<file path="config.mk">
export PLATFORM = sky130hd
export DESIGN_NAME = frame_capture_buffer
export DESIGN_NICKNAME = d
export VERILOG_FILES = /design/src/rtl/bep_pkg.sv /design/src/rtl/frame_shift_reg.sv /design/src/rtl/frame_capture_buffer.sv
export SDC_FILE = /design/constraint.sdc
export NUM_CORES = 1
export LEC_CHECK = 0
export ABC_AREA = 1
export CORE_MARGIN = 2
export CORE_UTILIZATION = 40
export CTS_CLUSTER_DIAMETER = 50
export DETAILED_ROUTE_END_ITERATION = 10
export DONT_BUFFER_PORTS = 1
export PLACE_DENSITY_LB_ADDON = 0.25
export SLEW_MARGIN = 10
export SYNTH_ARGS = -nofsm -noshare
export SYNTH_HDL_FRONTEND = slang
export SYNTH_SLANG_ARGS = --single-unit
</file>
<file path="constraint.sdc">
create_clock -name clock -period 9.4 [get_ports clock]
set_clock_uncertainty 0.05 [all_clocks]
set_input_delay 0.94 -clock clock [delete_from_list [all_inputs] [get_ports clock]]
set_output_delay 0.94 -clock clock [all_outputs]
set_load 0.01 [all_outputs]
</file>
<file path="src/rtl/bep_pkg.sv">
// Shared types and default constants for the frame capture buffer.
// Imported by the shifter and the capture/readout top level.
package bep_pkg;

  typedef enum logic [1:0] {
    IDLE  = 2'd0,
    SHIFT = 2'd1,
    CHECK = 2'd2
  } state_t;

  localparam int          BEP_FRAME_BITS = 128;
  localparam logic [31:0] BEP_PREAMBLE   = 32'hAAAAAAAA;
  localparam logic [31:0] BEP_CONSTANT   = 32'h0DFFFFFE;

  // Address width for a byte-addressed buffer; never narrower than one bit.
  function automatic int addr_width(input int num_bytes);
    return (num_bytes > 1) ? $clog2(num_bytes) : 1;
  endfunction

endpackage

</file>
<file path="src/rtl/frame_shift_reg.sv">
// Serial-in/parallel-out MSB-first shifter with bit counter, clear and done flag.
// A clear and a shift in the same cycle capture the incoming bit as bit 0.
module frame_shift_reg #(
  parameter  int WIDTH = 128,
  localparam int CNT_W = $clog2(WIDTH + 1)
) (
  input  logic             clock,
  input  logic             reset,
  input  logic             i_clear,
  input  logic             i_shift,
  input  logic             i_bit,
  output logic [WIDTH-1:0] o_data,
  output logic [CNT_W-1:0] o_count,
  output logic             o_done
);

  logic [WIDTH-1:0] r_data;
  logic [CNT_W-1:0] r_count;
  logic             w_done;

  assign w_done = (r_count == CNT_W'(WIDTH));

  // NOTE: state is written with non-blocking assignments so every flop samples
  // pre-edge values and simulation matches the synthesized hardware.
  always_ff @(posedge clock or posedge reset) begin
    if (reset) begin
      r_data  <= '0;
      r_count <= '0;
    end else if (i_clear) begin
      if (i_shift) begin
        r_data  <= {{(WIDTH-1){1'b0}}, i_bit};
        r_count <= CNT_W'(1);
      end else begin
        r_data  <= '0;
        r_count <= '0;
      end
    end else if (i_shift && !w_done) begin
      r_data  <= {r_data[WIDTH-2:0], i_bit};
      r_count <= r_count + 1'b1;
    end
  end

  assign o_data  = r_data;
  assign o_count = r_count;
  assign o_done  = w_done;

endmodule

</file>
<file path="src/rtl/frame_capture_buffer.sv">
// Assembles decoded bits into a frame, validates preamble and constant field,
// and commits good frames to a byte-addressable shadow buffer with handshaking.
module frame_capture_buffer
  import bep_pkg::*;
#(
  parameter  int                     FRAME_BITS    = BEP_FRAME_BITS,
  parameter  int                     PREAMBLE_BITS = 32,
  parameter  logic [PREAMBLE_BITS-1:0] PREAMBLE    = PREAMBLE_BITS'(BEP_PREAMBLE),
  parameter  bit                     CHECK_EN      = 1'b1,
  parameter  int                     CHECK_POS     = 64,
  parameter  int                     CHECK_BITS    = 32,
  parameter  logic [CHECK_BITS-1:0]  CHECK_VALUE   = CHECK_BITS'(BEP_CONSTANT),
  localparam int                     NUM_BYTES     = FRAME_BITS / 8,
  localparam int                     ADDR_W        = addr_width(NUM_BYTES)
) (
  input  logic              clock,
  input  logic              reset,
  input  logic              frame_start,
  input  logic              bit_strobe,
  input  logic              bit_data,
  input  logic              hold,
  input  logic              read_ack,
  input  logic [ADDR_W-1:0] addr,
  output logic [7:0]        rd_data,
  output logic              new_frame,
  output logic              overrun,
  output logic              frame_error,
  output logic [7:0]        valid_count
);

  localparam int CNT_W = $clog2(FRAME_BITS + 1);

  if (CHECK_POS + CHECK_BITS > FRAME_BITS) begin : g_bad_check_field
    $error("frame_capture_buffer: constant field extends past the frame");
  end
  if (FRAME_BITS % 8 != 0) begin : g_bad_frame_bits
    $error("frame_capture_buffer: FRAME_BITS must be a multiple of 8");
  end
  if (PREAMBLE_BITS > FRAME_BITS) begin : g_bad_preamble
    $error("frame_capture_buffer: preamble longer than the frame");
  end

  state_t                r_state;
  state_t                w_next_state;
  logic                  w_clear;
  logic                  w_shift;
  logic [FRAME_BITS-1:0] w_frame;
  logic [CNT_W-1:0]      w_count;
  logic                  w_done;
  logic                  w_pre_ok;
  logic                  w_chk_ok;
  logic                  w_ok;
  logic                  w_commit;
  logic                  w_lost;
  logic [FRAME_BITS-1:0] r_shadow;
  logic                  r_new_frame;
  logic                  r_overrun;
  logic                  r_frame_error;
  logic [7:0]            r_valid_count;

  assign w_shift = (r_state == SHIFT) && bit_strobe;

  frame_shift_reg #(.WIDTH(FRAME_BITS)) u_shift (
    .clock   (clock),
    .reset   (reset),
    .i_clear (w_clear),
    .i_shift (w_shift),
    .i_bit   (bit_data),
    .o_data  (w_frame),
    .o_count (w_count),
    .o_done  (w_done)
  );

  always_ff @(posedge clock or posedge reset) begin
    if (reset) r_state <= IDLE;
    else       r_state <= w_next_state;
  end

  // NOTE: every signal gets a default before the case so no path leaves it
  // unassigned, which would otherwise infer a latch.
  always_comb begin
    w_next_state = r_state;
    w_clear      = 1'b0;
    case (r_state)
      IDLE: begin
        if (frame_start) begin
          w_clear      = 1'b1;
          w_next_state = SHIFT;
        end
      end
      SHIFT: begin
        if (frame_start) begin
          w_clear = 1'b1;
        end else if (bit_strobe && !w_done && (w_count == CNT_W'(FRAME_BITS - 1))) begin
          w_next_state = CHECK;
        end
      end
      CHECK: begin
        if (frame_start) begin
          w_clear      = 1'b1;
          w_next_state = SHIFT;
        end else begin
          w_next_state = IDLE;
        end
      end
      default: w_next_state = IDLE;
    endcase
  end

  // Received bit i sits at w_frame[FRAME_BITS-1-i].
  assign w_pre_ok = (w_frame[FRAME_BITS-1 -: PREAMBLE_BITS] == PREAMBLE);
  assign w_chk_ok = !CHECK_EN ||
                    (w_frame[FRAME_BITS-1-CHECK_POS -: CHECK_BITS] == CHECK_VALUE);
  assign w_ok     = w_pre_ok && w_chk_ok;
  assign w_commit = (r_state == CHECK) && w_ok && !hold;
  assign w_lost   = (r_state == CHECK) && w_ok && hold;

  // NOTE: the shadow buffer is a register bank, not RAM, so it is reset to
  // guarantee rd_data reads zero during and after reset.
  always_ff @(posedge clock or posedge reset) begin
    if (reset) begin
      r_shadow      <= '0;
      r_new_frame   <= 1'b0;
      r_overrun     <= 1'b0;
      r_frame_error <= 1'b0;
      r_valid_count <= '0;
    end else begin
      if (r_state == CHECK) r_frame_error <= !w_ok;

      if (w_commit) begin
        r_shadow      <= w_frame;
        r_valid_count <= r_valid_count + 8'd1;
      end

      if (w_commit)      r_new_frame <= 1'b1;
      else if (read_ack) r_new_frame <= 1'b0;

      if (w_lost || (w_commit && r_new_frame && !read_ack)) r_overrun <= 1'b1;
      else if (read_ack)                                    r_overrun <= 1'b0;
    end
  end

  // Byte k holds received bits 8k..8k+7 with the earliest bit in rd_data[7].
  always_comb begin
    rd_data = 8'h00;
    for (int k = 0; k < NUM_BYTES; k++) begin
      if (addr == ADDR_W'(k)) rd_data = r_shadow[FRAME_BITS-1-8*k -: 8];
    end
  end

  assign new_frame   = r_new_frame;
  assign overrun     = r_overrun;
  assign frame_error = r_frame_error;
  assign valid_count = r_valid_count;

endmodule

</file>
==> run summary, run 1 <==
Overall Global Routing Usage: 17.2%
worst slew pin tran: 1.12 ns
vias: 8271
Crit path max-delay family: simple AND/OR/NAND/NOR gates
reported leakage power: 6.84 nW
syn nets: 1283
Final GP Congestion: 0.862
clk sink count: 277
maxcap violations: 0
Final Critical Period: 3.50 ns
DRT Pass-1 Iters: 7
Die Height: 175 um
layout cell share with drive strength beyond 1: 8.69%
fin. max-slew vios: 0
Post-Route WL: 25700 um
Crit. End Element: primary output
initial antenna violation count: 0
initial core utilization: 40.6%
full die area: 30600 um^2
CTS Buffer Depth: 3
largest net degree at the start of global routing: 141
DRC: 0
fmax: 285 MHz
Ys Warns: 0
CTS clk-pin slew, worst paths: 0.06 ns
Avg Cell Area, Syn: 9.21 um^2
Die X: 175 um
most frequent cells in the layout: dfrtp_1 (277), nand2_1 (276), inv_1 (226)
CTS tree: built
clk_lat worst skew: 0.54 ns
Ports: 30
Final Cycle Share: 37.3%
RSZ-0062 raised after global routing: no
critical path, cell by cell: inv_1 -> nand2_1 -> nor2_1 -> nand2_1 -> nand2_1 -> nand4_1 -> nor3_1 -> nand4_1
Final Hold Vio Count: 0
Power Dens Cells: 192 nW/um^2
global-route wire length before repair: 43000 um
Synth-to-Final Area Change: 11.0%
WP data arrival: 2.51 ns
Iter 0 DRT Violations: 711
startpoint types: input port
via density per instance: 4.98
final hold slack: 0.385 ns
Critical Path Fanout Max: 14
outcome: finished, final reports clean
mean routed wirelength per cell: 15.5 um
top post-synthesis cells by area: dfrtp_1 (59%), nand2_1 (8.9%), inv_1 (7.3%), a22oi_1 (5.0%), o22ai_1 (2.6%)
commonest non-fill, non-tap cell in the layout: dfrtp_1
CTS root buf: clkbuf_16
final setup fails: 0
DP HPWL: 16600 um
cts bufs inserted: 29
post-route ant nets: 0
antenna fix cells: 0
post-CTS sizing: 0
fill count: 2738
Hold Crit Class: in -> async
Worst Path Required: 8.41 ns
Seq/Total Area, Yosys: 59.3%
# hold bufs at CTS: 0
FP Rows: 62
total negative slack: 0 ns
H-tree levels: 1
port bufs: 0
dominant cell type by area after synthesis: dfrtp_1
top cell type's share of synthesized area: 59.3%
core area: 28800 um^2
post-synthesis cell count: 1269
CP max stage delay: 0.63 ns
Slowest-stage cell, CP: nor2_1
Slew HR: 25.3%
post-synth cell types: 36
total grt overflow: 0
flop and latch count out of synthesis: 277
Net count, final: 1271
Worst path most repeated cell: nand2_1
worst path bufs/invs: 1
Mapped Area: 11700 um^2
VDD IR max: 130 uV
vias in the first global route: 8049
Setup Fix Bufs, Post-CTS: 0
WS Path Type: in -> out
path summary, 6_finish.rpt:
kind	cells past startpoint	slack [ns]	start	end
min reg2reg	2	0.40	r_shadow[103]	r_shadow[103]
max	8	5.90	addr[3]	rd_data[3]
max in group asynchronous	2	7.40	reset	r_shadow[33]
min in group clock	2	0.40	r_shadow[103]	r_shadow[103]
max reg2reg	8	6.38	u_shift.o_count[2]	u_shift.o_data[117]
min	1	0.38	reset	u_shift.o_data[108]
through the flow:
stage / utilization, % / cell area [um^2] / instances / total power (W) / setup WS, ns
finish: 45.1 / 13000 / 1661 / 0.00249 / 5.90
global route: 45.1 / 13000 / 1661 / 0.00258 / 5.71
CTS: 45.1 / 13000 / 1661 / 0.00253 / 5.92
detailed placement: 41.6 / 12000 / 1610 / 0.00131 / 5.91
global placement: 41.6 / 12000 / 1610 / 0.00130 / 5.98
floorplan: - / 11700 / 1269 / 0.00129 / 0.773
sequential cells by signal (all words and copies together), names as in the netlist:
register	count
overrun	1
r_state	2
new_frame	1
u_shift.o_data	128
frame_error	1
valid_count	8
r_shadow	128
u_shift.o_count	8
cells in the mapped netlist:
cell type    n
nand4_1     35
nor3_1      12
ha_1         3
or2_2       31
a31oi_1      1
xnor2_1      1
buf_4        4
nor4b_2      1
nand3b_1     1
o21a_1       1
o22ai_1     48
nand2_1    276
inv_1      227
nor2_2       2
o21ai_0     50
a21oi_1     15
nand4_2      1
clkbuf_2     2
nand3_2      1
nor2_4       1
clkbuf_1    15
xor2_1       7
nor4_2       2
o21ai_1      3
nand2_2     12
o31ai_1      1
buf_8        1
nand3_1     41
buf_6        5
inv_2        4
nor4_1      16
a22oi_1     78
nor2_1      70
buf_2       23
nor3_2       1
dfrtp_1    277
power by group:
group | internal, W | leakage (nW) | total, W | switching, W
sequential | 0.00120 | 3.75 | 0.00120 | 0.00000206
combinational | 0.0000133 | 2.59 | 0.0000834 | 0.0000702
clock | 0.000743 | 0.497 | 0.00121 | 0.000468
total | 0.00195 | 6.84 | 0.00249 | 0.000540
per-layer routing:
layer | up-vias | global-route usage (%) | routed length (um)
met1 | 4021 | 26.2 | 13100
met3 | 38 | 2.50 | 1050
li1 | 4057 | - | -
met5 | - | 0 | 0
met4 | 0 | 4.20 | 476
met2 | 155 | 25.8 | 11100
kinds of logic (layout without fill, tap and decap cells):
| logic type | Yosys count | in the layout | synth area share, % |
|---|---|---|---|
| xor+xnor | 8 | 8 | 0.599 |
| fa+ha+maj | 3 | 3 | 0.321 |
| buf+inv | 281 | 289 | 9.83 |
| compound gates | 197 | 197 | 10.7 |
| flops | 277 | 277 | 59.3 |
| simple gates | 503 | 503 | 19.3 |
worst register-to-register path, delay by kind of cell (launching register included):
family / cells / cell delay, ns
buffers and inverters: 3 / 0.97
AOI/OAI and AO/OA: 1 / 0.23
DFF: 1 / 0.43
and+or+nand+nor: 4 / 1.27
layout make-up:
cell class / count / area [um^2] / area share, %
multi-input cells: 711 / 3620 / 27.9
clock buffers: 38 / 810 / 6.24
clock inverters: 13 / 208 / 1.60
repair buffers: 7 / 52.6 / 0.405
flip-flops and latches: 277 / 6930 / 53.4
well taps: 384 / 480 / 3.70
inverters: 231 / 875 / 6.74
Note: power is estimated with default switching activity, not from simulation.
==> inputs of run 2 (changes only) <==
- clock period: 9.4 -> 3.3 ns (I/O delays scaled with it)
==> run summary, run 2 (same netlist as run 1, synthesis figures left out) <==
outcome: finished, final reports clean (unchanged)
Worst Path Required: 2.92 ns (was 8.41 ns)
Power Dens Cells: 551 nW/um^2 (was 192 nW/um^2)
clk_lat worst skew: 0.55 ns (was 0.54 ns)
number of instances in the placed design: 1617 (was 1610)
Worst path most repeated cell: nand4_1 (was nand2_1)
Final Critical Period: 2.45 ns
Final Non-Filler Cells: 1680 (was 1661)
FP Rows: 62 (unchanged)
Crit. End Element: primary output (unchanged)
fin. max-slew vios: 0 (unchanged)
reg-to-reg setup timing slack: 1.00 ns (was 6.38 ns)
Crit path max-delay family: simple AND/OR/NAND/NOR gates (unchanged)
vias in the first global route: 8137 (was 8049)
cts bufs inserted: 30 (was 29)
Die X: 175 um (unchanged)
maxcap violations: 0 (unchanged)
part of the power in combinational logic: 3.6% (was 3.3%)
Synth-to-Final Area Change: 13.3% (was 11.0%)
multi-input logic area: 3620 um^2 (unchanged)
Final Hold Vio Count: 0 (unchanged)
dpl cell area: 12100 um^2 (was 12000 um^2)
DRC: 0 (unchanged)
worst slew pin tran: 0.893 ns (was 1.12 ns)
Slowest-stage cell, CP: dfrtp_1 (was nor2_1)
sw frac: 21.9% (was 21.7%)
full die area: 30600 um^2 (unchanged)
Ports: 30 (unchanged)
WP data arrival: 2.07 ns (was 2.51 ns)
post-route ant nets: 0 (unchanged)
Slew HR: 40.4% (was 25.3%)
clk sink count: 277 (unchanged)
critical path, cell by cell: nand3_1 -> nand3_1 -> nor2_1 -> nand4_1 -> nand2_1 -> nand4_1 -> nor3_1 -> nand4_1 (was inv_1 -> nand2_1 -> nor2_1 -> nand2_1 -> nand2_1 -> nand4_1 -> nor3_1 -> nand4_1)
Pint: 0.00570 W (was 0.00195 W)
Hold Crit Class: in -> reg (was in -> async)
port bufs: 0 (unchanged)
CTS tree: built (unchanged)
RSZ-0062 raised after global routing: no (unchanged)
startpoint types: flop (was input port)
initial core utilization: 40.6% (unchanged)
# hold bufs at CTS: 7 (was 0)
worst path bufs/invs: 0 (was 1)
Psw: 0.00160 W (was 0.000540 W)
mean routed wirelength per cell: 14.8 um (was 15.5 um)
final setup fails: 0 (unchanged)
CTS clk-pin slew, worst paths: 0.06 ns (about the same)
Net count, final: 1286 (was 1271)
commonest non-fill, non-tap cell in the layout: dfrtp_1 (unchanged)
Setup WS post-layout: 0.845 ns (was 5.90 ns)
Overall Global Routing Usage: 16.8% (was 17.2%)
reported leakage power: 6.97 nW (was 6.84 nW)
DP HPWL: 15900 um (was 16600 um)
final hold slack: 0.0424 ns (was 0.385 ns)
Register Area: 6930 um^2 (unchanged)
Iter 0 DRT Violations: 812 (was 711)
CTS Buffer Depth: 3 (unchanged)
layout cell share with drive strength beyond 1: 9.72% (was 8.69%)
Design Area, Final: 13200 um^2 (was 13000 um^2)
Final GP Congestion: 0.827 (was 0.862)
largest net degree at the start of global routing: 123 (was 141)
DRT Pass-1 Iters: 5 (was 7)
most frequent cells in the layout: dfrtp_1 (277), nand2_1 (276), inv_1 (226) (unchanged)
Reg power frac: 46.7% (was 48.1%)
CP max stage delay: 0.38 ns (was 0.63 ns)
Critical Path Fanout Max: 2 (was 14)
Post-Route WL: 24800 um (was 25700 um)
H-tree levels: 1 (unchanged)
global-route wire length before repair: 42600 um (was 43000 um)
core area: 28800 um^2 (unchanged)
vias: 8244 (was 8271)
Clk pwr share: 49.6% (was 48.6%)
Setup Fix Bufs, Post-CTS: 0 (unchanged)
VDD IR max: 395 uV (was 130 uV)
via density per instance: 4.91 (was 4.98)
initial antenna violation count: 0 (unchanged)
post-place setup slack: 0.981 ns (was 5.91 ns)
antenna fix cells: 0 (unchanged)
Final Cycle Share: 74.4%
WS Path Type: reg -> out (was in -> out)
CTS root buf: clkbuf_16 (unchanged)
fmax: 407 MHz
total grt overflow: 0 (unchanged)
fill count: 2736 (was 2738)
Die Height: 175 um (unchanged)
post-CTS sizing: 0 (unchanged)
-- run 2: cell types whose count changed in the layout (fill, tap and decap cells not counted), sizes merged --
cell	previous run	this run
buf	7	14
clkinv	4	10
dlygate4sd3	0	7
inv	233	232
-- run 2: worst paths after layout --
| check | depth (start not counted) | end | from |
|---|---|---|---|
| worst min-delay path | 3 | u_shift.o_count[3] | frame_start |
| min in group asynchronous | 2 | u_shift.o_data[103] | reset |
| max in group asynchronous | 3 | r_shadow[122] | reset |
| worst max-delay path | 8 | rd_data[7] | r_shadow[111] |
| worst min register to register | 2 | r_shadow[33] | r_shadow[33] |
| worst max register to register | 7 | r_shadow[85] | u_shift.o_data[96] |
-- run 2: power by group through the flow --
stage / Combinational (W) / Clock [W] / Sequential, W
2_1_floorplan: 0.000188 / 0 / 0.00347
3_3_place_gp: 0.000261 / 0 / 0.00347
3_5_place_dp: 0.000262 / 0 / 0.00347
4_1_cts: 0.000273 / 0.00370 / 0.00341
5_1_grt: 0.000301 / 0.00383 / 0.00341
6_report: 0.000266 / 0.00362 / 0.00341
-- run 2: routing by layer --
layer,global-route usage [%],part of all wire [%]
met1,25.4,50
met2,25.1,43
met3,2.87,4.3
met4,4.48,2.6
met5,0,0
-- run 2: per-stage QoR --
step	setup TNS, ns	utilization [%]	power [W]
2_1_floorplan	-206.46	-	0.00366
3_3_place_gp	0	42.0	0.00373
3_5_place_dp	0	42.0	0.00373
4_1_cts	0	46.0	0.00738
5_1_grt	0	46.0	0.00754
6_report	0	46.0	0.00730
-- run 2: layout make-up --
cell class,count,area share [%]
clock buffers,38,6.51
clock inverters,18,1.76
inverters,231,6.57
multi-input cells,711,27.3
flip-flops and latches,277,52.3
well taps,384,3.63
repair buffers,21,1.89
-- run 2: worst register-to-register path: stages (launching register included) --
cell	delay, ns
dfrtp_1	0.41
nor4_1	0.38
nand4_1	0.16
nor3_2	0.27
nand3_2	0.17
inv_2	0.30
buf_4	0.33
o21ai_0	0.11
